`config.mk`:
```
export PLATFORM = sky130hd
export DESIGN_NAME = writeback_arbiter_flat
export DESIGN_NICKNAME = d
export VERILOG_FILES = /design/src/rtl/writeback_arbiter_if.sv /design/src/rtl/writeback_arbiter.sv /design/src/flat_wrapper.sv
export SDC_FILE = /design/constraint.sdc
export NUM_CORES = 1
export LEC_CHECK = 0
export ABC_AREA = 1
export CAP_MARGIN = 20
export CORE_MARGIN = 3
export CORE_UTILIZATION = 46
export DETAILED_ROUTE_END_ITERATION = 10
export GPL_ROUTABILITY_DRIVEN = 0
export GPL_TIMING_DRIVEN = 0
export PLACE_DENSITY = 0.88
export SETUP_SLACK_MARGIN = 0.5
export SLEW_MARGIN = 10
export SYNTH_ARGS = -nofsm -noshare
export SYNTH_HDL_FRONTEND = slang
export SYNTH_SLANG_ARGS = --single-unit
```
`constraint.sdc`:
```
create_clock -name clk -period 2.62 [get_ports clk]
set_clock_uncertainty 0.05 [all_clocks]
set_input_delay 0.524 -clock clk [delete_from_list [all_inputs] [get_ports clk]]
set_output_delay 0.524 -clock clk [all_outputs]
set_load 0.01 [all_outputs]
```
`src/rtl/writeback_arbiter_if.sv`:
```
// Signal bundle between ID/pipeline/long-latency unit and the register-file writeback arbiter.
// The slave modport is the arbiter's view; master is the environment driving it.
interface writeback_arbiter_if;
  logic        wb_valid;
  logic [4:0]  wb_reg;
  logic [31:0] wb_data;
  logic        lu_valid;
  logic [4:0]  lu_reg;
  logic [31:0] lu_data;
  logic        lu_ready;
  logic        issue_valid;
  logic [4:0]  issue_reg;
  logic [4:0]  chk_reg1;
  logic [4:0]  chk_reg2;
  logic        pending1;
  logic        pending2;
  logic        reg_write;
  logic [4:0]  write_register;
  logic [31:0] write_data;
  logic        drained;

  modport slave (
    input  wb_valid, wb_reg, wb_data,
    input  lu_valid, lu_reg, lu_data,
    output lu_ready,
    input  issue_valid, issue_reg,
    input  chk_reg1, chk_reg2,
    output pending1, pending2,
    output reg_write, write_register, write_data,
    output drained
  );

  modport master (
    output wb_valid, wb_reg, wb_data,
    output lu_valid, lu_reg, lu_data,
    input  lu_ready,
    output issue_valid, issue_reg,
    output chk_reg1, chk_reg2,
    input  pending1, pending2,
    input  reg_write, write_register, write_data,
    input  drained
  );
endinterface

```
`src/rtl/writeback_arbiter.sv`:
```
// Register-file write-port arbiter: unstallable pipeline writeback beats a FIFO of
// long-latency results; a 32-bit scoreboard tracks registers awaiting long-latency results.
module writeback_arbiter #(
  parameter int unsigned DEPTH = 2,
  parameter int unsigned AW    = $clog2(DEPTH)
) (
  input logic               clk,
  input logic               reset,
  writeback_arbiter_if.slave bus
);

  localparam int unsigned CW = AW + 1;

  logic [4:0]    fifo_reg_q  [DEPTH];
  logic [31:0]   fifo_data_q [DEPTH];
  logic [AW-1:0] wr_ptr_q, wr_ptr_d;
  logic [AW-1:0] rd_ptr_q, rd_ptr_d;
  logic [CW-1:0] count_q, count_d;
  logic [31:0]   sb_q, sb_d;
  logic          reg_write_q, reg_write_d;
  logic [4:0]    write_register_q, write_register_d;
  logic [31:0]   write_data_q, write_data_d;

  logic        full;
  logic        push;
  logic        pop;
  logic [4:0]  head_reg;
  logic [31:0] head_data;

  // Ready comes from registered count only, so a same-cycle pop never opens a slot.
  assign full      = (count_q == CW'(DEPTH));
  assign push      = bus.lu_valid & ~full;
  assign pop       = ~bus.wb_valid & (count_q != '0);
  assign head_reg  = fifo_reg_q[rd_ptr_q];
  assign head_data = fifo_data_q[rd_ptr_q];

  always_comb begin
    reg_write_d      = 1'b0;
    write_register_d = write_register_q;
    write_data_d     = write_data_q;
    wr_ptr_d         = wr_ptr_q;
    rd_ptr_d         = rd_ptr_q;
    count_d          = count_q;
    sb_d             = sb_q;

    if (bus.wb_valid) begin
      reg_write_d      = (bus.wb_reg != 5'd0);
      write_register_d = bus.wb_reg;
      write_data_d     = bus.wb_data;
    end else if (pop) begin
      reg_write_d      = (head_reg != 5'd0);
      write_register_d = head_reg;
      write_data_d     = head_data;
      rd_ptr_d         = rd_ptr_q + AW'(1);
      sb_d[head_reg]   = 1'b0;
    end

    // Applied after the clear so a same-cycle set wins.
    if (bus.issue_valid && (bus.issue_reg != 5'd0)) begin
      sb_d[bus.issue_reg] = 1'b1;
    end

    if (push) begin
      wr_ptr_d = wr_ptr_q + AW'(1);
    end

    unique case ({push, pop})
      2'b10:   count_d = count_q + CW'(1);
      2'b01:   count_d = count_q - CW'(1);
      default: count_d = count_q;
    endcase
  end

  always_ff @(posedge clk or posedge reset) begin
    if (reset) begin
      reg_write_q      <= 1'b0;
      write_register_q <= 5'd0;
      write_data_q     <= 32'd0;
      wr_ptr_q         <= '0;
      rd_ptr_q         <= '0;
      count_q          <= '0;
      sb_q             <= 32'd0;
    end else begin
      reg_write_q      <= reg_write_d;
      write_register_q <= write_register_d;
      write_data_q     <= write_data_d;
      wr_ptr_q         <= wr_ptr_d;
      rd_ptr_q         <= rd_ptr_d;
      count_q          <= count_d;
      sb_q             <= sb_d;
    end
  end

  // Payload storage needs no reset; validity is carried by count_q.
  always_ff @(posedge clk) begin
    if (push) begin
      fifo_reg_q[wr_ptr_q]  <= bus.lu_reg;
      fifo_data_q[wr_ptr_q] <= bus.lu_data;
    end
  end

  assign bus.lu_ready       = ~full;
  assign bus.pending1       = sb_q[bus.chk_reg1];
  assign bus.pending2       = sb_q[bus.chk_reg2];
  assign bus.reg_write      = reg_write_q;
  assign bus.write_register = write_register_q;
  assign bus.write_data     = write_data_q;
  assign bus.drained        = (count_q == '0) && (sb_q == 32'd0);

endmodule

```
`src/flat_wrapper.sv`:
```
// flat-port wrapper written by rule: the top's interface ports become plain ports
module writeback_arbiter_flat 
#(
  parameter int unsigned DEPTH = 2,
  parameter int unsigned AW    = $clog2(DEPTH)
)
  (clk, reset, bus_wb_valid, bus_wb_reg, bus_wb_data, bus_lu_valid, bus_lu_reg, bus_lu_data, bus_lu_ready, bus_issue_valid, bus_issue_reg, bus_chk_reg1, bus_chk_reg2, bus_pending1, bus_pending2, bus_reg_write, bus_write_register, bus_write_data, bus_drained);
  writeback_arbiter_if bus_i ();
  input logic clk;
  input logic reset;
  input wire logic [$bits(bus_i.wb_valid)-1:0] bus_wb_valid;
  input wire logic [$bits(bus_i.wb_reg)-1:0] bus_wb_reg;
  input wire logic [$bits(bus_i.wb_data)-1:0] bus_wb_data;
  input wire logic [$bits(bus_i.lu_valid)-1:0] bus_lu_valid;
  input wire logic [$bits(bus_i.lu_reg)-1:0] bus_lu_reg;
  input wire logic [$bits(bus_i.lu_data)-1:0] bus_lu_data;
  output wire logic [$bits(bus_i.lu_ready)-1:0] bus_lu_ready;
  input wire logic [$bits(bus_i.issue_valid)-1:0] bus_issue_valid;
  input wire logic [$bits(bus_i.issue_reg)-1:0] bus_issue_reg;
  input wire logic [$bits(bus_i.chk_reg1)-1:0] bus_chk_reg1;
  input wire logic [$bits(bus_i.chk_reg2)-1:0] bus_chk_reg2;
  output wire logic [$bits(bus_i.pending1)-1:0] bus_pending1;
  output wire logic [$bits(bus_i.pending2)-1:0] bus_pending2;
  output wire logic [$bits(bus_i.reg_write)-1:0] bus_reg_write;
  output wire logic [$bits(bus_i.write_register)-1:0] bus_write_register;
  output wire logic [$bits(bus_i.write_data)-1:0] bus_write_data;
  output wire logic [$bits(bus_i.drained)-1:0] bus_drained;
  assign bus_i.wb_valid = bus_wb_valid;
  assign bus_i.wb_reg = bus_wb_reg;
  assign bus_i.wb_data = bus_wb_data;
  assign bus_i.lu_valid = bus_lu_valid;
  assign bus_i.lu_reg = bus_lu_reg;
  assign bus_i.lu_data = bus_lu_data;
  assign bus_lu_ready = bus_i.lu_ready;
  assign bus_i.issue_valid = bus_issue_valid;
  assign bus_i.issue_reg = bus_issue_reg;
  assign bus_i.chk_reg1 = bus_chk_reg1;
  assign bus_i.chk_reg2 = bus_chk_reg2;
  assign bus_pending1 = bus_i.pending1;
  assign bus_pending2 = bus_i.pending2;
  assign bus_reg_write = bus_i.reg_write;
  assign bus_write_register = bus_i.write_register;
  assign bus_write_data = bus_i.write_data;
  assign bus_drained = bus_i.drained;
  writeback_arbiter #(.DEPTH(DEPTH), .AW(AW)) u_core (.clk(clk), .reset(reset), .bus(bus_i));
endmodule
```
==> qor.txt <==
PWR
---------------------------------------------------------------------------------
Power per unit of standard cell area                                  1060 nW/um2
Peak ir drop on the vdd network                                        0.000609 V
Static leakage power                                                      3.60 nW

YOSYS
---------------------------------------------------------------------------------
Syn_nets                                                                      785
Post-synthesis register bit count                                             148
Mean post-synth cell area                                                9.49 um2
Cell area after synthesis                                                6550 um2
Number of standard cells after synthesis                                      690
Fraction of post-synthesis cell area in the top cell type by area           0.339
Yosys top cell by area                                               sky130_fd_sc_hd__edfxtp_1
Post-synthesis cell type count                                                 29
Warnings from Yosys                                                             0
Top area cells in the synthesized netlist                            sky130_fd_sc_hd__edfxtp_1, sky130_fd_sc_hd__dfrtp_1, sky130_fd_sc_hd__nand2_1
Sequential element share of the synthesized area                            0.622

GLOBAL ROUTING
---------------------------------------------------------------------------------
Vias in the first global route                                               5859
Remaining Overflow, GRT                                                         0
Total global-route track usage                                              0.246
Largest net degree at the start of global routing                              33
Wire length of the first global-routing pass                              30.5 mm
Antenna violations before repair                                                2

LAYOUT
---------------------------------------------------------------------------------
Net total in the final layout                                                 947
Layout Area Growth over Synthesis                                           37.3%
Commonest non-fill, non-tap cell in the layout                       sky130_fd_sc_hd__nand2_1
Most frequent cells in the layout                                    sky130_fd_sc_hd__nand2_1, sky130_fd_sc_hd__clkdlybuf4s50_1, sky130_fd_sc_hd__o21ai_0
Layout cell share with drive strength beyond 1                              0.126

TIMING
---------------------------------------------------------------------------------
Hold_ws                                                                  0.423 ns
Final Hold Vio Count                                                            0
Slew Limit Fails                                                                0
RSZ-0062 raised after global routing                                         true
Final TNS setup                                                              0 ns
Maximum frequency from static timing analysis                           0.447 GHz
Worst-margin pin slew                                                    0.597 ns
Finish-stage setup viols                                                        0
Share of the clock period used by the worst path after layout               0.855
Minimum clock period after layout                                         2.24 ns
Relative slew slack                                                         0.601

CRITICAL PATH
---------------------------------------------------------------------------------
Maximum net fanout on the critical path                                         4
Depth of the most critical reg-to-reg path                                      6
Data arrival time at the worst-slack endpoint                             1.67 ns
Setup crit start kind                                                   flip-flop
Startpoint-to-endpoint class of the critical path                    flip-flop to primary output
Endpoint type of the worst setup path                                primary output
Req. time, crit path                                                      2.05 ns

PLACED DESIGN
---------------------------------------------------------------------------------
HPWL after detailed placement                                             13.2 mm
Number of input and output port buffers inserted                              130

RUN
---------------------------------------------------------------------------------
Max-cap violations                                                              0

ROUTE
---------------------------------------------------------------------------------
DRC violation count after routing                                               0
DRC violation total after the first TritonRoute iteration                     658
Vias                                                                         5922
Detailed-route wire length per cell                                       18.7 um
Number of vias per cell after detailed routing                               5.68
Number of nets with antenna violations after detailed routing                   0
Drt total wl                                                              19.5 mm
Drt pass-1 iters                                                                6

FLOORPLAN
---------------------------------------------------------------------------------
Starting utilization of the core area                                       0.483
Horizontal extent of the die                                               125 um
Die boundary height                                                        125 um
I/O pin count                                                                 136
Core Area                                                               13600 um2
Overall die area                                                        15700 um2
Cell row count                                                                 42

CLOCK NETWORK
---------------------------------------------------------------------------------
Number of clock sinks seen by CTS                                             148
Latest clock arrival within the worst-skew pair                           0.42 ns
Maximum buffer depth of the clock tree                                          2
CTS H-tree depth                                                                4
CTS tree                                                                    built
Register clock-pin slew on the reported worst setup and hold paths        0.07 ns
Buffer type at the clock tree root                                   sky130_fd_sc_hd__clkbuf_16
TritonCTS buffer count                                                         17

RUN STATUS
---------------------------------------------------------------------------------
Run status                                                           finished clean

MIN PATH
---------------------------------------------------------------------------------
Worst min path class                                                 input pin to asynchronous set/reset pin

==> final cells by class <==
cell class | instances | area, um2
Buffer | 28 | 176
Inverter | 37 | 148
Tap cell | 176 | 220
Antenna cell | 1 | 2.50
Fill cell | 1001 | 4560
Timing Repair Buffer | 143 | 1450
Clock inverter | 14 | 188
Clock buffer | 18 | 439
Sequential cell | 148 | 4090
Multi-Input combinational cell | 477 | 2280
==> path summary, 6_finish.rpt <==
path                                                          startpoint  slack [ns]                                        to
worst max register to register             u_core.count_q[1]$_DFFE_PP0P_        0.73      u_core.bus.write_data[9]$_DFFE_PP0P_
max in group asynchronous                                          reset        1.58                 u_core.sb_q[25]$_DFF_PP0_
worst min-delay path                                               reset        0.42     u_core.bus.write_data[10]$_DFFE_PP0P_
worst max-delay path                           u_core.sb_q[14]$_DFF_PP0_        0.38                               bus_drained
worst min register to register  u_core.bus.write_register[1]$_DFFE_PP0P_        0.44  u_core.bus.write_register[1]$_DFFE_PP0P_
min in group clk                u_core.bus.write_register[1]$_DFFE_PP0P_        0.44  u_core.bus.write_register[1]$_DFFE_PP0P_
==> worst max-delay path: stages (launching register included) <==
cell                      delay [ns]
sky130_fd_sc_hd__dfrtp_1        0.43
sky130_fd_sc_hd__nor4_2         0.34
sky130_fd_sc_hd__nand4_1        0.18
sky130_fd_sc_hd__nor2_2         0.15
sky130_fd_sc_hd__buf_2          0.15
==> sequential cells by signal, summed over array words and instances, names as in the netlist <==
register / count
u_core.fifo_data_q: 64
u_core.bus.write_data: 32
u_core.fifo_reg_q: 10
u_core.wr_ptr_q: 1
u_core.sb_q: 32
u_core.bus.write_register: 5
u_core.bus.reg_write: 1
u_core.count_q: 2
u_core.rd_ptr_q: 1
==> repair_timing <==
action | CTS | global route
pin swaps | 3 | 14
cloned | 0 | 2
setup endpoints to repair | 4 | 4
hold buffers | 0 | 0
buffers inserted | 2 | 5
gates resized for setup | 37 | 30
==> stage by stage <==
stage	area (um2)	power [W]	worst slack (ns)	utilization	std cells
detailed placement	8190	0.00670	-0.102	0.604	1000
global placement	8080	0.00648	-0.451	0.596	996
global route	8990	0.00997	0.309	0.663	1042
finish	8990	0.00952	0.381	0.663	1042
floorplan	6560	0.00528	0.479	-	690
CTS	8870	0.00940	0.402	0.654	1034
==> synth_stat cells, drive strengths merged <==
| cell type | n |
|---|---|
| nand2 | 207 |
| o21ai | 84 |
| dfrtp | 74 |
| edfxtp | 74 |
| nand3 | 60 |
| nor2 | 56 |
| a21oi | 36 |
| inv | 36 |
| clkbuf | 16 |
| o311ai | 16 |
| buf | 12 |
| nand4 | 5 |
| nor4 | 5 |
| o211ai | 3 |
| xnor2 | 2 |
| clkinv | 1 |
| ha | 1 |
| o21a | 1 |
| xor2 | 1 |
==> routing by layer <==
metal	track usage	wire, um	vias up
li1	-	-	2700
met1	0.302	7290	2785
met2	0.413	9480	352
met3	0.0571	1710	83
met4	0.116	959	2
met5	0	9	-
==> power by group <==
part           leakage, nW  internal, W  switching [W]  total (W)
logic                 1.72      0.00128        0.00174    0.00302
registers             1.57      0.00327       0.000644    0.00392
clock network        0.306      0.00156        0.00103    0.00259
total                 3.60      0.00611        0.00342    0.00952
==> kinds of logic (layout without fill, tap and decap cells) <==
| family | after synthesis | count (layout) | synth area share |
|---|---|---|---|
| and+or+nand+nor | 333 | 333 | 0.210 |
| DFF | 148 | 148 | 0.622 |
| AOI/OAI and AO/OA | 140 | 140 | 0.121 |
| buffers and inverters | 65 | 240 | 0.0416 |
| xor gates and xnor gates | 3 | 3 | 0.00401 |
| adders and majority gates | 1 | 1 | 0.00191 |
| other | 0 | 1 | 0 |
(Power assumes the default switching activity.)
